## config.mk

```make
export PLATFORM = sky130hd
export DESIGN_NAME = meat_draw_scheduler
export DESIGN_NICKNAME = d
export VERILOG_FILES = /design/src/rtl/meat_draw_pkg.sv /design/src/rtl/sprite_pixel_walker.sv /design/src/rtl/meat_draw_scheduler.sv
export SDC_FILE = /design/constraint.sdc
export NUM_CORES = 1
export LEC_CHECK = 0
export ABC_AREA = 1
export CAP_MARGIN = 0
export CORE_AREA = 4 4 146 148
export CTS_CLUSTER_DIAMETER = 100
export DETAILED_ROUTE_END_ITERATION = 8
export DIE_AREA = 0 0 150 152
export MAX_ROUTING_LAYER = met4
export PLACE_DENSITY = 0.9
export SYNTH_ARGS = -nofsm -noshare
export SYNTH_HDL_FRONTEND = slang
export SYNTH_HIERARCHICAL = 1
export SYNTH_SLANG_ARGS = --single-unit
```

## constraint.sdc

```tcl
create_clock -name clk -period 3.47 [get_ports clk]
set_input_delay 0.5205 -clock clk [delete_from_list [all_inputs] [get_ports clk]]
set_output_delay 0.5205 -clock clk [all_outputs]
set_load 0.01 [all_outputs]
```

## src/rtl/meat_draw_pkg.sv

```systemverilog
// rtl/meat_draw_pkg.sv - shared widths, FSM encoding and defaults for the meat draw scheduler
//
// Purpose : common constants and types imported by meat_draw_scheduler and
//           sprite_pixel_walker.
// Contents: COLOUR_W / COORD_W pixel field widths, default slot count and
//           sprite size, default slot placement, scheduler state encoding.
package meat_draw_pkg;

    localparam int COLOUR_W  = 9;
    localparam int COORD_W   = 8;

    localparam int N_CH_DEF  = 6;
    localparam int SPR_W_DEF = 16;
    localparam int SPR_H_DEF = 16;

    // Default placement: slots side by side along one row.
    localparam int SLOT_X_STEP = 20;
    localparam int SLOT_Y_DEF  = 0;

    typedef enum logic [1:0] {
        ST_SCAN = 2'd0,
        ST_LOAD = 2'd1,
        ST_DRAW = 2'd2,
        ST_DONE = 2'd3
    } md_state_e;

    function automatic logic [COORD_W-1:0] slot_x_default(input int i);
        return COORD_W'(i * SLOT_X_STEP);
    endfunction

    function automatic logic [COORD_W-1:0] slot_y_default(input int i);
        return COORD_W'(SLOT_Y_DEF + 0 * i);
    endfunction

endpackage

```

## src/rtl/sprite_pixel_walker.sv

```systemverilog
// rtl/sprite_pixel_walker.sv - raster px/py counter over a W x H sprite
//
// Purpose : holds the position of the pixel currently presented downstream.
// Ports   : clk, resetn (sync active-low)
//           clear   - restart at (0,0)
//           advance - step to the next pixel in raster order (wraps at the end)
//           px, py  - current pixel offset inside the sprite
//           is_border - current pixel lies on the outer one-pixel ring
//           last    - current pixel is (W-1, H-1)
module sprite_pixel_walker
    import meat_draw_pkg::*;
#(
    parameter int W = SPR_W_DEF,
    parameter int H = SPR_H_DEF
) (
    input  logic               clk,
    input  logic               resetn,
    input  logic               clear,
    input  logic               advance,
    output logic [COORD_W-1:0] px,
    output logic [COORD_W-1:0] py,
    output logic               is_border,
    output logic               last
);

    localparam logic [COORD_W-1:0] X_LAST = COORD_W'(W - 1);
    localparam logic [COORD_W-1:0] Y_LAST = COORD_W'(H - 1);

    logic [COORD_W-1:0] px_q, px_d;
    logic [COORD_W-1:0] py_q, py_d;

    always_comb begin
        px_d = px_q;
        py_d = py_q;
        if (clear) begin
            px_d = '0;
            py_d = '0;
        end else if (advance) begin
            if (px_q == X_LAST) begin
                px_d = '0;
                py_d = (py_q == Y_LAST) ? '0 : py_q + 1'b1;
            end else begin
                px_d = px_q + 1'b1;
            end
        end
    end

    always_ff @(posedge clk) begin
        if (!resetn) begin
            px_q <= '0;
            py_q <= '0;
        end else begin
            px_q <= px_d;
            py_q <= py_d;
        end
    end

    assign px        = px_q;
    assign py        = py_q;
    assign is_border = (px_q == '0) || (px_q == X_LAST) || (py_q == '0) || (py_q == Y_LAST);
    assign last      = (px_q == X_LAST) && (py_q == Y_LAST);

endmodule

```

## src/rtl/meat_draw_scheduler.sv

```systemverilog
// rtl/meat_draw_scheduler.sv - round-robin N-slot meat sprite renderer feeding a plot port
//
// Purpose : scans N_CH slots round-robin, redraws any slot whose colours
//           differ from what was last drawn (or is pending), walking its
//           SPR_W x SPR_H sprite one pixel per accepted plot.
// Ports   : clk, resetn (sync active-low)
//           colour_fat, colour_muscle [N_CH*9] - per-slot colours
//           x_base, y_base [N_CH*8]            - per-slot top-left corner
//           plot_ready                         - downstream accepts pixel
//           x_out, y_out, colour_out, plot     - pixel stream
//           cur_ch                             - slot pointer
//           busy                               - high in LOAD or DRAW
// Config  : MDS_FORCE_REFRESH_EN - periodic forced full redraw every
//           REFRESH_PERIOD cycles.
module meat_draw_scheduler
    import meat_draw_pkg::*;
#(
    parameter int N_CH           = N_CH_DEF,
    parameter int SPR_W          = SPR_W_DEF,
    parameter int SPR_H          = SPR_H_DEF,
    parameter int REFRESH_PERIOD = 1000000
) (
    input  logic                       clk,
    input  logic                       resetn,
    input  logic [N_CH*COLOUR_W-1:0]   colour_fat,
    input  logic [N_CH*COLOUR_W-1:0]   colour_muscle,
    input  logic [N_CH*COORD_W-1:0]    x_base,
    input  logic [N_CH*COORD_W-1:0]    y_base,
    input  logic                       plot_ready,
    output logic [COORD_W-1:0]         x_out,
    output logic [COORD_W-1:0]         y_out,
    output logic [COLOUR_W-1:0]        colour_out,
    output logic                       plot,
    output logic [2:0]                 cur_ch,
    output logic                       busy
);

    localparam int         SHADOW_W = 2 * COLOUR_W;
    localparam logic [2:0] PTR_LAST = 3'(N_CH - 1);

    md_state_e                         state_q, state_d;
    logic [2:0]                        ptr_q, ptr_d, ptr_next;
    logic [N_CH-1:0]                   pending_q, pending_d;
    logic [N_CH-1:0][SHADOW_W-1:0]     shadow_q, shadow_d;
    logic [COLOUR_W-1:0]               fat_q, fat_d, mus_q, mus_d;
    logic [COORD_W-1:0]                xb_q, xb_d, yb_q, yb_d;
    logic                              plot_q, plot_d;
    logic                              busy_q, busy_d;

    logic                              sel_dirty;
    logic [COLOUR_W-1:0]               sel_fat, sel_mus;
    logic [COORD_W-1:0]                sel_x, sel_y;

    logic                              walk_clear, walk_adv, walk_border, walk_last;
    logic [COORD_W-1:0]                px, py;
    logic                              refresh_wrap;

`ifdef MDS_FORCE_REFRESH_EN
    logic [31:0] refresh_q, refresh_d;

    always_comb begin
        refresh_wrap = (refresh_q == 32'(REFRESH_PERIOD - 1));
        refresh_d    = refresh_wrap ? '0 : refresh_q + 32'd1;
    end

    always_ff @(posedge clk) begin
        if (!resetn) begin
            refresh_q <= '0;
        end else begin
            refresh_q <= refresh_d;
        end
    end
`else
    assign refresh_wrap = 1'b0;
`endif

    // Decode the slot under the pointer without a variable index, so a
    // pointer value beyond N_CH-1 can never select out of range.
    always_comb begin
        sel_dirty = 1'b0;
        sel_fat   = '0;
        sel_mus   = '0;
        sel_x     = '0;
        sel_y     = '0;
        for (int i = 0; i < N_CH; i++) begin
            if (ptr_q == 3'(i)) begin
                sel_fat   = colour_fat[i*COLOUR_W +: COLOUR_W];
                sel_mus   = colour_muscle[i*COLOUR_W +: COLOUR_W];
                sel_x     = x_base[i*COORD_W +: COORD_W];
                sel_y     = y_base[i*COORD_W +: COORD_W];
                sel_dirty = pending_q[i] ||
                            ({colour_fat[i*COLOUR_W +: COLOUR_W],
                              colour_muscle[i*COLOUR_W +: COLOUR_W]} != shadow_q[i]);
            end
        end
    end

    assign ptr_next = (ptr_q == PTR_LAST) ? 3'd0 : ptr_q + 3'd1;

    always_comb begin
        state_d    = state_q;
        ptr_d      = ptr_q;
        pending_d  = pending_q;
        shadow_d   = shadow_q;
        fat_d      = fat_q;
        mus_d      = mus_q;
        xb_d       = xb_q;
        yb_d       = yb_q;
        plot_d     = plot_q;
        busy_d     = busy_q;
        walk_clear = 1'b0;
        walk_adv   = 1'b0;

        case (state_q)
            ST_SCAN: begin
                if (sel_dirty) begin
                    state_d = ST_LOAD;
                    busy_d  = 1'b1;
                end else begin
                    ptr_d = ptr_next;
                end
            end
            ST_LOAD: begin
                // The snapshot is what gets drawn and later recorded as the
                // shadow; colour changes after this point cause a redraw.
                fat_d      = sel_fat;
                mus_d      = sel_mus;
                xb_d       = sel_x;
                yb_d       = sel_y;
                walk_clear = 1'b1;
                plot_d     = 1'b1;
                busy_d     = 1'b1;
                state_d    = ST_DRAW;
            end
            ST_DRAW: begin
                if (plot_ready) begin
                    walk_adv = 1'b1;
                    if (walk_last) begin
                        plot_d  = 1'b0;
                        busy_d  = 1'b0;
                        state_d = ST_DONE;
                    end
                end
            end
            ST_DONE: begin
                for (int i = 0; i < N_CH; i++) begin
                    if (ptr_q == 3'(i)) begin
                        shadow_d[i]  = {fat_q, mus_q};
                        pending_d[i] = 1'b0;
                    end
                end
                ptr_d   = ptr_next;
                state_d = ST_SCAN;
            end
            default: begin
                state_d = ST_SCAN;
            end
        endcase

        // A refresh tick overrides the DONE clear of the same cycle.
        if (refresh_wrap) begin
            pending_d = '1;
        end
    end

    always_ff @(posedge clk) begin
        if (!resetn) begin
            state_q   <= ST_SCAN;
            ptr_q     <= '0;
            pending_q <= '1;
            shadow_q  <= '0;
            fat_q     <= '0;
            mus_q     <= '0;
            xb_q      <= '0;
            yb_q      <= '0;
            plot_q    <= 1'b0;
            busy_q    <= 1'b0;
        end else begin
            state_q   <= state_d;
            ptr_q     <= ptr_d;
            pending_q <= pending_d;
            shadow_q  <= shadow_d;
            fat_q     <= fat_d;
            mus_q     <= mus_d;
            xb_q      <= xb_d;
            yb_q      <= yb_d;
            plot_q    <= plot_d;
            busy_q    <= busy_d;
        end
    end

    sprite_pixel_walker #(
        .W (SPR_W),
        .H (SPR_H)
    ) u_walker (
        .clk       (clk),
        .resetn    (resetn),
        .clear     (walk_clear),
        .advance   (walk_adv),
        .px        (px),
        .py        (py),
        .is_border (walk_border),
        .last      (walk_last)
    );

    // Pixel fields are pure functions of flops, so they hold while stalled.
    assign x_out      = xb_q + px;
    assign y_out      = yb_q + py;
    assign colour_out = walk_border ? fat_q : mus_q;
    assign plot       = plot_q;
    assign busy       = busy_q;
    assign cur_ch     = ptr_q;

endmodule

```

After elaboration in Yosys (flattened, before gate mapping)

Cells that the tools add are included.

Bits in registers: 171
Output and inout bits: 30
Word-level logic and storage cells: 125

$add $sub $neg: 5
Eq/ne operators: 20
Muxes and demuxes: 48
Bitwise operators: 1
Reductions and logical operators: 29

Operators with widths:

| kind                                                                  | number |
|---|---|
| 9-bit two-way mux                                                     | 13 |
| 8-bit two-way mux                                                     | 14 |
| 18-bit != test                                                        | 6 |
| 8-bit by 1-bit adder with 8-bit output, second input constant         | 2 |
| 8-bit adder                                                           | 2 |
| 8-bit by 4-bit equality test with 1-bit output, second input constant | 2 |
| 8-bit logical NOT                                                     | 2 |
| 2-bit AND reduction                                                   | 8 |
| 1-bit two-way mux                                                     | 12 |
| 1-bit logical OR                                                      | 9 |
| 2-bit one-hot mux with 4 select lines                                 | 1 |
| 3-bit by 2-bit equality test with 1-bit output, second input constant | 2 |
| 3-bit equality test, second input constant                            | 2 |
| 2-bit two-way mux                                                     | 3 |
| 3-bit two-way mux                                                     | 2 |
| 2-bit != test, second input constant                                  | 3 |
| 3-bit one-hot mux with 2 select lines                                 | 1 |
| 3-bit AND reduction                                                   | 2 |
| 2-bit equality test, second input constant                            | 2 |
| 4-bit AND reduction                                                   | 1 |
| 2-bit nonzero test                                                    | 2 |
| 3-bit by 1-bit adder with 3-bit output, second input constant         | 1 |
| 3-bit by 1-bit equality test with 1-bit output, second input constant | 1 |
| 3-bit logical NOT                                                     | 1 |
| other kinds (9)                                                       | 9 |

Depth between registers and ports, before layout

Gate-level depths: netlist of the first run.

Word-level depth: 10
Mapped depth: 23

Hierarchy

The synthesis of the first run kept the hierarchy.

Modules (own cells, without submodules):

| module              | instances | cells an instance | area an instance (um2) |
|---|---|---|---|
| meat_draw_scheduler | 1         | 1,366             | 8,987.4 |
| sprite_pixel_walker | 1         | 144               | 912.1 |

Worst setup path before layout of the first run

OpenSTA, ideal clock, no wires.

Kind: flip-flop to output port
Start: reg u_walker.px_q[0], in the netlist u_walker/px[0]
End: out x_out[6]
Arrival: 1.733 ns
Slack: 1.216 ns
Cell stages (with the launch flop): 8
Path buffers: 0
Cells stage by stage: dfxtp_1 -> ha_1 -> inv_1 -> fa_1 -> o21ai_0 -> a21oi_1 -> o21ai_0 -> xor2_1

Cells in the longest elaborated chain, start to end: 1

Ends and longest elaborated chain:

| item                     | RTL line                   | RTL |
|---|---|---|
| start: declaration       | sprite_pixel_walker.sv:29  | `logic [COORD_W-1:0] px_q, px_d;` |
| start signal: assignment | sprite_pixel_walker.sv:53  | `px_q <= px_d;` |
| 8-bit adder              | meat_draw_scheduler.sv:207 | `assign x_out = xb_q + px;` |
| end: declaration         | meat_draw_scheduler.sv:30  | `output logic [COORD_W-1:0] x_out,` |

Every way passes these cells.

Worst setup path in the final report of the first run

Start: reg u_walker.py_q[2], in the netlist u_walker/py[2]
End: out y_out[7]

Cells in the longest elaborated chain, start to end: 1

Ends and longest elaborated chain:

| item                     | RTL line                   | RTL |
|---|---|---|
| start: declaration       | sprite_pixel_walker.sv:30  | `logic [COORD_W-1:0] py_q, py_d;` |
| start signal: assignment | sprite_pixel_walker.sv:54  | `py_q <= py_d;` |
| 8-bit adder              | meat_draw_scheduler.sv:208 | `assign y_out = yb_q + py;` |
| end: declaration         | meat_draw_scheduler.sv:31  | `output logic [COORD_W-1:0] y_out,` |

Every way passes these cells.

==> results of run 1 <==
-- layout make-up --
| cell class | instances | area, µm² | share of cell area [%] |
|---|---|---|---|
| well taps | 270 | 338 | 2.59 |
| clock inverters | 8 | 118 | 0.902 |
| repair buffers | 256 | 2510 | 19.2 |
| inverters | 157 | 589 | 4.52 |
| clock buffers | 23 | 468 | 3.59 |
| flip-flops and latches | 171 | 3420 | 26.3 |
| multi-input cells | 1105 | 5590 | 42.9 |
-- cells in the final DEF (no fill, tap or decap), drive strengths merged, types with 8 or more instances in the layout --
cell / netlist / layout
nand2: 337 / 337
clkdlybuf4s50: 0 / 234
o21ai: 209 / 209
a21oi: 182 / 182
dfxtp: 171 / 171
inv: 153 / 153
nor2: 150 / 150
nand3: 50 / 50
xor2: 39 / 39
ha: 24 / 24
clkbuf: 70 / 23
xnor2: 21 / 21
buf: 7 / 21
o22ai: 18 / 18
o221ai: 13 / 13
o211ai: 12 / 12
nand4: 8 / 8
nor3: 8 / 8
clkinv: 4 / 8
-- path summary, 6_finish.rpt --
kind / start / end / slack, ps
worst max register to register: cur_ch[1] / cur_ch[2] / 820
worst min-delay path: pending_q[3] / pending_q[3] / 450
worst max-delay path: u_walker/py[2] / y_out[7] / 150
worst min register to register: pending_q[3] / pending_q[3] / 450
-- layer usage --
layer	vias to the layer above	part of all wire, %	global-route usage [%]
li1	5385	-	-
met1	5126	37	37.5
met2	736	46	51.3
met3	154	11	7.21
met4	0	6.1	18.8
met5	-	0	-
-- flip-flops by register name (all words and copies together) (netlist names) --
register     count
pending_q        6
yb_q             8
busy             1
state_q          2
u_walker/py      8
xb_q             8
u_walker/px      8
plot             1
fat_q            9
cur_ch           3
mus_q            9
shadow_q       108
-- kinds of logic (layout without fill, tap and decap cells) --
| logic type | after synthesis | after routing | synth area share (%) |
|---|---|---|---|
| simple gates | 568 | 568 | 23.3 |
| compound gates | 451 | 451 | 24.4 |
| buf+inv | 234 | 444 | 8.99 |
| flops | 171 | 171 | 34.6 |
| xor+xnor | 60 | 60 | 5.31 |
| fa+ha+maj | 26 | 26 | 3.44 |
-- tightest hold or removal path: stages, from the launching register on --
cell	delay, ps
dfxtp_1	310
nand2_1	60
nand2_1	40
-- where the power goes --
part           total [mW]  internal, mW  switching [mW]
combinational        3.27          1.19            2.08
sequential           2.42          2.18           0.241
clock                1.95          1.16           0.787
total                7.64          4.53            3.11
-- timing repair --
item	CTS	global route
gates resized for setup	0	6
endpoints found under the setup margin	0	4
endpoints found under the hold margin	0	0
hold buffers	0	0
-- synth_stat cells (all sizes together) (6+ instances only) --
cell	number	share of area, %
nand2	337	13
o21ai	209	11
a21oi	182	9.2
dfxtp	171	35
inv	153	5.8
nor2	150	5.8
clkbuf	70	2.7
nand3	50	2.5
xor2	39	3.5
ha	24	3.0
xnor2	21	1.9
o22ai	18	1.1
o221ai	13	1.2
o211ai	12	0.91
nand4	8	0.51
nor3	8	0.40
buf	7	0.38
nor4	7	0.44
or2	6	0.38
-- per-stage QoR --
step	utilization [%]	std cells
floorplan	-	1510
global placement	62.1	1959
detailed placement	62.1	1959
CTS	65.0	1990
global route	65.1	1990
finish	65.1	1990
==> run metrics, run 1 <==
Sink Count 171; routed wire length 37200 µm; Yosys reg bits 171; Die Ht 152 µm; kind of critical path reg2out; starting DRC count in detailed routing 1304; syn_nets 1743; share of the yosys chip area belonging to registers 34.6%; EDFF count, synth 0; cell family with most CP delay buffers and inverters; Final Slew Violations 0; dpl hpwl 27500 µm; final worst slack 148 ps; Die ar. 22800 µm²; n_diodes 0; top_reg_cell synth dfxtp_1; WP data required 2950 ps; TritonCTS clock tree built; Final Setup Violations 0; vias in the first global route 10800; Total GRT Usage 32.4%; Die X 150 µm; CP startpoint kind register; Syn Std Cell Area 9900 µm²; Wirelength per Cell 18.7 µm; largest net degree at the start of global routing 118; RSZ-0062 raised after global routing no; share of cells above drive strength 1 4.48%; Max Buffers Root-to-Sink 2; Crit-path slowest cell clkdlybuf4s50_1; number of max-cap violations 0; Final Cycle Share 95.7%; Row Count 52; routability cong. 1.00; Clock Skew 7.58 ps; Antenna Violating Nets Remaining 0; Setup TNS 0 ps; # Post-CTS Setup Buffers 0; worst hold path stage count 2; worst-path cell chain ha_1 > a21oi_1 > nand2_1 > a21oi_1 > inv_1 > a21oi_2 > nor2_1 > nor2_1 > nor2_1 > nor2_1 > xor2_1 > clkdlybuf4s50_1; Filler cells 1749; root buf cell clkbuf_16; f_max 301 MHz; worst slew pin tran 1060 ps; number of stages on the worst setup path 12; syn_area_per_cell 6.56 µm²; Gate Count Post-Synth 1510; Nets 1941; total congestion overflow 0; slowest stage delay, CP 560 ps; vias 11400; Port Buf Inserts 236; Area Overhead vs Synth 31.7%; Slew headroom 29.5%; post-layout total power 7.64 mW; Ports 237; fin area 13000 µm²; leak pwr 5.53 nW; ys async rst share 0%; Hold Crit Class reg2reg; Ys Warns 6; clk_lat worst skew 440 ps; TritonRoute pass-1 iters 7; FF-to-FF path depth 18; antenna violations before repair 0; Inserted Clock Buffers 17; Worst Path Max Fanout 5; CP Data Arrival Time 2800 ps; Hold WS 452 ps; htree depth 4; pre-CTS worst setup slack 564 ps; Crit. End Element primary output; Worst-path clk slew 60 ps; Final min period 3320 ps; WP buf/inv 2; core area 20000 µm²; Vias/cell 5.73; most used cell, CP nor2_1; Peak VDD IR 0.000447 V; status complete, no violations; # DRC 0; P per Cell Area 586 nW/µm²; Hold Fails Final Rpt 0; placement-stage cell area 12400 µm²; first-pass GRT wire length 56900 µm; Initial Util 49.4%; number of distinct library cells after synthesis 36
No activity file was read; power rests on OpenSTA's default activity.
==> run 2: changes to the inputs <==
GPL_TIMING_DRIVEN = 0   (was unset)
SLEW_MARGIN = 10   (was unset)
==> run metrics, run 2 (same netlist as run 1, synthesis figures left out) <==
htree depth 4 (unchanged); Top Metal Used met4 (unchanged); commonest cells after routing, fill and taps aside nand2_1 (330), clkdlybuf4s50_1 (235), o21ai_0 (206), a21oi_1 (181), dfxtp_1 (165) (was nand2_1 (329), clkdlybuf4s50_1 (234), o21ai_0 (205), a21oi_1 (181), dfxtp_1 (170)); Initial Util 49.4% (unchanged); # DRC 0 (unchanged); Max Buffers Root-to-Sink 2 (unchanged); Antenna Violating Nets Remaining 0 (unchanged); Final Cycle Share 98.0% (was 95.7%); met1 WL 15500 µm (was 13800 µm); final core occ 65.9% (was 65.1%); Vias/cell 5.85 (was 5.73); largest net degree at the start of global routing 17 (was 118); Worst R2R Setup Slack 630 ps (was 820 ps); Hold Fails Final Rpt 0 (unchanged); leak pwr 5.55 nW (was 5.53 nW); FF-to-FF Start cur_ch[1] (unchanged); worst slew pin tran 879 ps (was 1060 ps); Hold Crit Class reg2reg (unchanged); RR Endpoint fat_q[3] (was cur_ch[2]); max FFs per register 108 (unchanged); dpl hpwl 32400 µm (was 27500 µm); top flop regs shadow_q: 108 flops, fat_q: 9 flops, mus_q: 9 flops (unchanged); Final Slew Violations 0 (unchanged); number of max-cap violations 0 (unchanged); first-pass GRT wire length 62400 µm (was 56900 µm); largest register by flop count shadow_q (unchanged); CP Data Arrival Time 2880 ps (was 2800 ps); starting DRC count in detailed routing 1596 (was 1304); kind of critical path reg2out (unchanged); Switch Pwr 3.38 mW (was 3.11 mW); Die X 150 µm (unchanged); Worst-path clk slew 70 ps (was 60 ps); total congestion overflow 0 (unchanged); Peak VDD IR 0.000390 V (was 0.000447 V); Nets 2000 (was 1941); # hold bufs at CTS 0 (unchanged); CP startpoint u_walker/px[0] (was u_walker/py[2]); pre-CTS worst setup slack 140 ps (was 564 ps); CP startpoint kind register (unchanged); TritonRoute pass-1 iters 7 (unchanged); root buf cell clkbuf_16 (unchanged); final worst slack 70.6 ps (was 148 ps); Layout Cells excl Fill 2049 (was 1990); f_max 294 MHz (was 301 MHz); most common cell after layout, fill and taps aside nand2_1 (unchanged); Port Buf Inserts 236 (unchanged); Total GRT Usage 36.4% (was 32.4%); Power Internal 4.39 mW (was 4.53 mW); share of cells above drive strength 1 3.99% (was 4.48%); Die Ht 152 µm (unchanged); n_diodes 0 (unchanged); met2 WL 18500 µm (was 17200 µm); capture point of the critical path colour_out[1] (was y_out[7]); vias 12000 (was 11400); WP data required 2950 ps (about the same); Setup TNS 0 ps (unchanged); Sw Share 43.5% (was 40.7%); vias in the first global route 11300 (was 10800); P per Cell Area 589 nW/µm² (was 586 nW/µm²); Inserted Clock Buffers 17 (unchanged); Ports 237 (unchanged); clock share of power 24.3% (was 25.5%); Area Overhead vs Synth 33.3% (was 31.7%); antenna violations before repair 0 (unchanged); Placed Instances 2016 (was 1959); core area 20000 µm² (unchanged); Final min period 3400 ps (was 3320 ps); Reg power frac 30.7% (was 31.7%); Wirelength per Cell 20.5 µm (was 18.7 µm); routability cong. 1.03 (was 1.00); Die ar. 22800 µm² (unchanged); TritonCTS clock tree built (unchanged); status complete, no violations (unchanged); Sink Count 171 (unchanged); FF-to-FF path depth 9 (was 18); Final Setup Violations 0 (unchanged); RSZ-0062 raised after global routing no (unchanged); Clock Skew 8.54 ps (was 7.58 ps); Slew headroom 41.4% (was 29.5%); Worst Path Max Fanout 10 (was 5); Row Count 52 (unchanged); Comb pwr share 45.0% (was 42.8%); Crit. End Element primary output (unchanged); clk_lat worst skew 450 ps (was 440 ps); met3 routed WL 5780 µm (was 3950 µm); routed wire length 42100 µm (was 37200 µm)
## run 2: cell type report
| class | count | area [µm²] |
|---|---|---|
| timing repair buffer | 238 | 2380 |
| tap | 270 | 338 |
| clock inverter | 13 | 133 |
| buffer | 77 | 308 |
| fill | 1801 | 6840 |
| inverter | 157 | 589 |
| multi-input combinational | 1105 | 5590 |
| sequential | 171 | 3430 |
| clock buffer | 18 | 429 |
## run 2: stage by stage
step                area, µm²  hold WS [ps]  power (mW)
floorplan                9900           420        4.22
global placement        12600           432        5.68
detailed placement      12600           453        5.74
CTS                     13200           463        7.61
global route            13200           478        8.10
finish                  13200           464        7.77
## run 2: how the worst min path moves through the flow
stage / slack [ps] / startpoint / end / depth (start not counted)
floorplan: 420 / pending_q[3] / pending_q[3] / 2
global placement: 430 / pending_q[3] / pending_q[3] / 2
detailed placement: 450 / pending_q[3] / pending_q[3] / 2
CTS: 460 / pending_q[3] / pending_q[3] / 2
global route: 480 / mus_q[3] / mus_q[3] / 2
finish: 460 / pending_q[3] / pending_q[3] / 2
## run 2: routing by layer
| metal | track usage [%] | up-vias |
|---|---|---|
| met5 | - | - |
| met1 | 44.1 | 5418 |
| met2 | 55.4 | 883 |
| met3 | 10.4 | 175 |
| li1 | - | 5508 |
| met4 | 17.7 | 0 |
## run 2: critical path, stage by stage (launching register included)
cell,delay [ps]
dfxtp_2,400
ha_1,180
nand2_1,80
inv_1,100
nand2_1,70
nor2_1,150
nor2_1,60
o221ai_1,110
buf_4,220
clkbuf_4,220
nand2_1,70
o21ai_0,170
clkdlybuf4s50_1,610
## run 2: timing repair
action	CTS	global route
gates cloned	0	0
setup buffers	0	2
setup endpoints to repair	9	13
pin swaps	0	0
hold endpoints to repair	0	0
gates resized for setup	5	10
## run 2: power groups by stage
stage / sequential (mW) / clock [mW] / combinational (mW)
2_1_floorplan: 2.35 / 0 / 1.87
3_3_place_gp: 2.41 / 0 / 3.27
3_5_place_dp: 2.41 / 0 / 3.32
4_1_cts: 2.37 / 1.88 / 3.36
5_1_grt: 2.40 / 1.97 / 3.73
6_report: 2.39 / 1.89 / 3.50
==> run 3: changes to the inputs <==
ABC_CLOCK_PERIOD_IN_PS = 3470   (was unset)
SLEW_MARGIN = 5   (was 10)
TNS_END_PERCENT = 20   (was unset)
==> results of run 3 <==
Same layout as run 2: the final DEF is identical, and so are final timing and power.
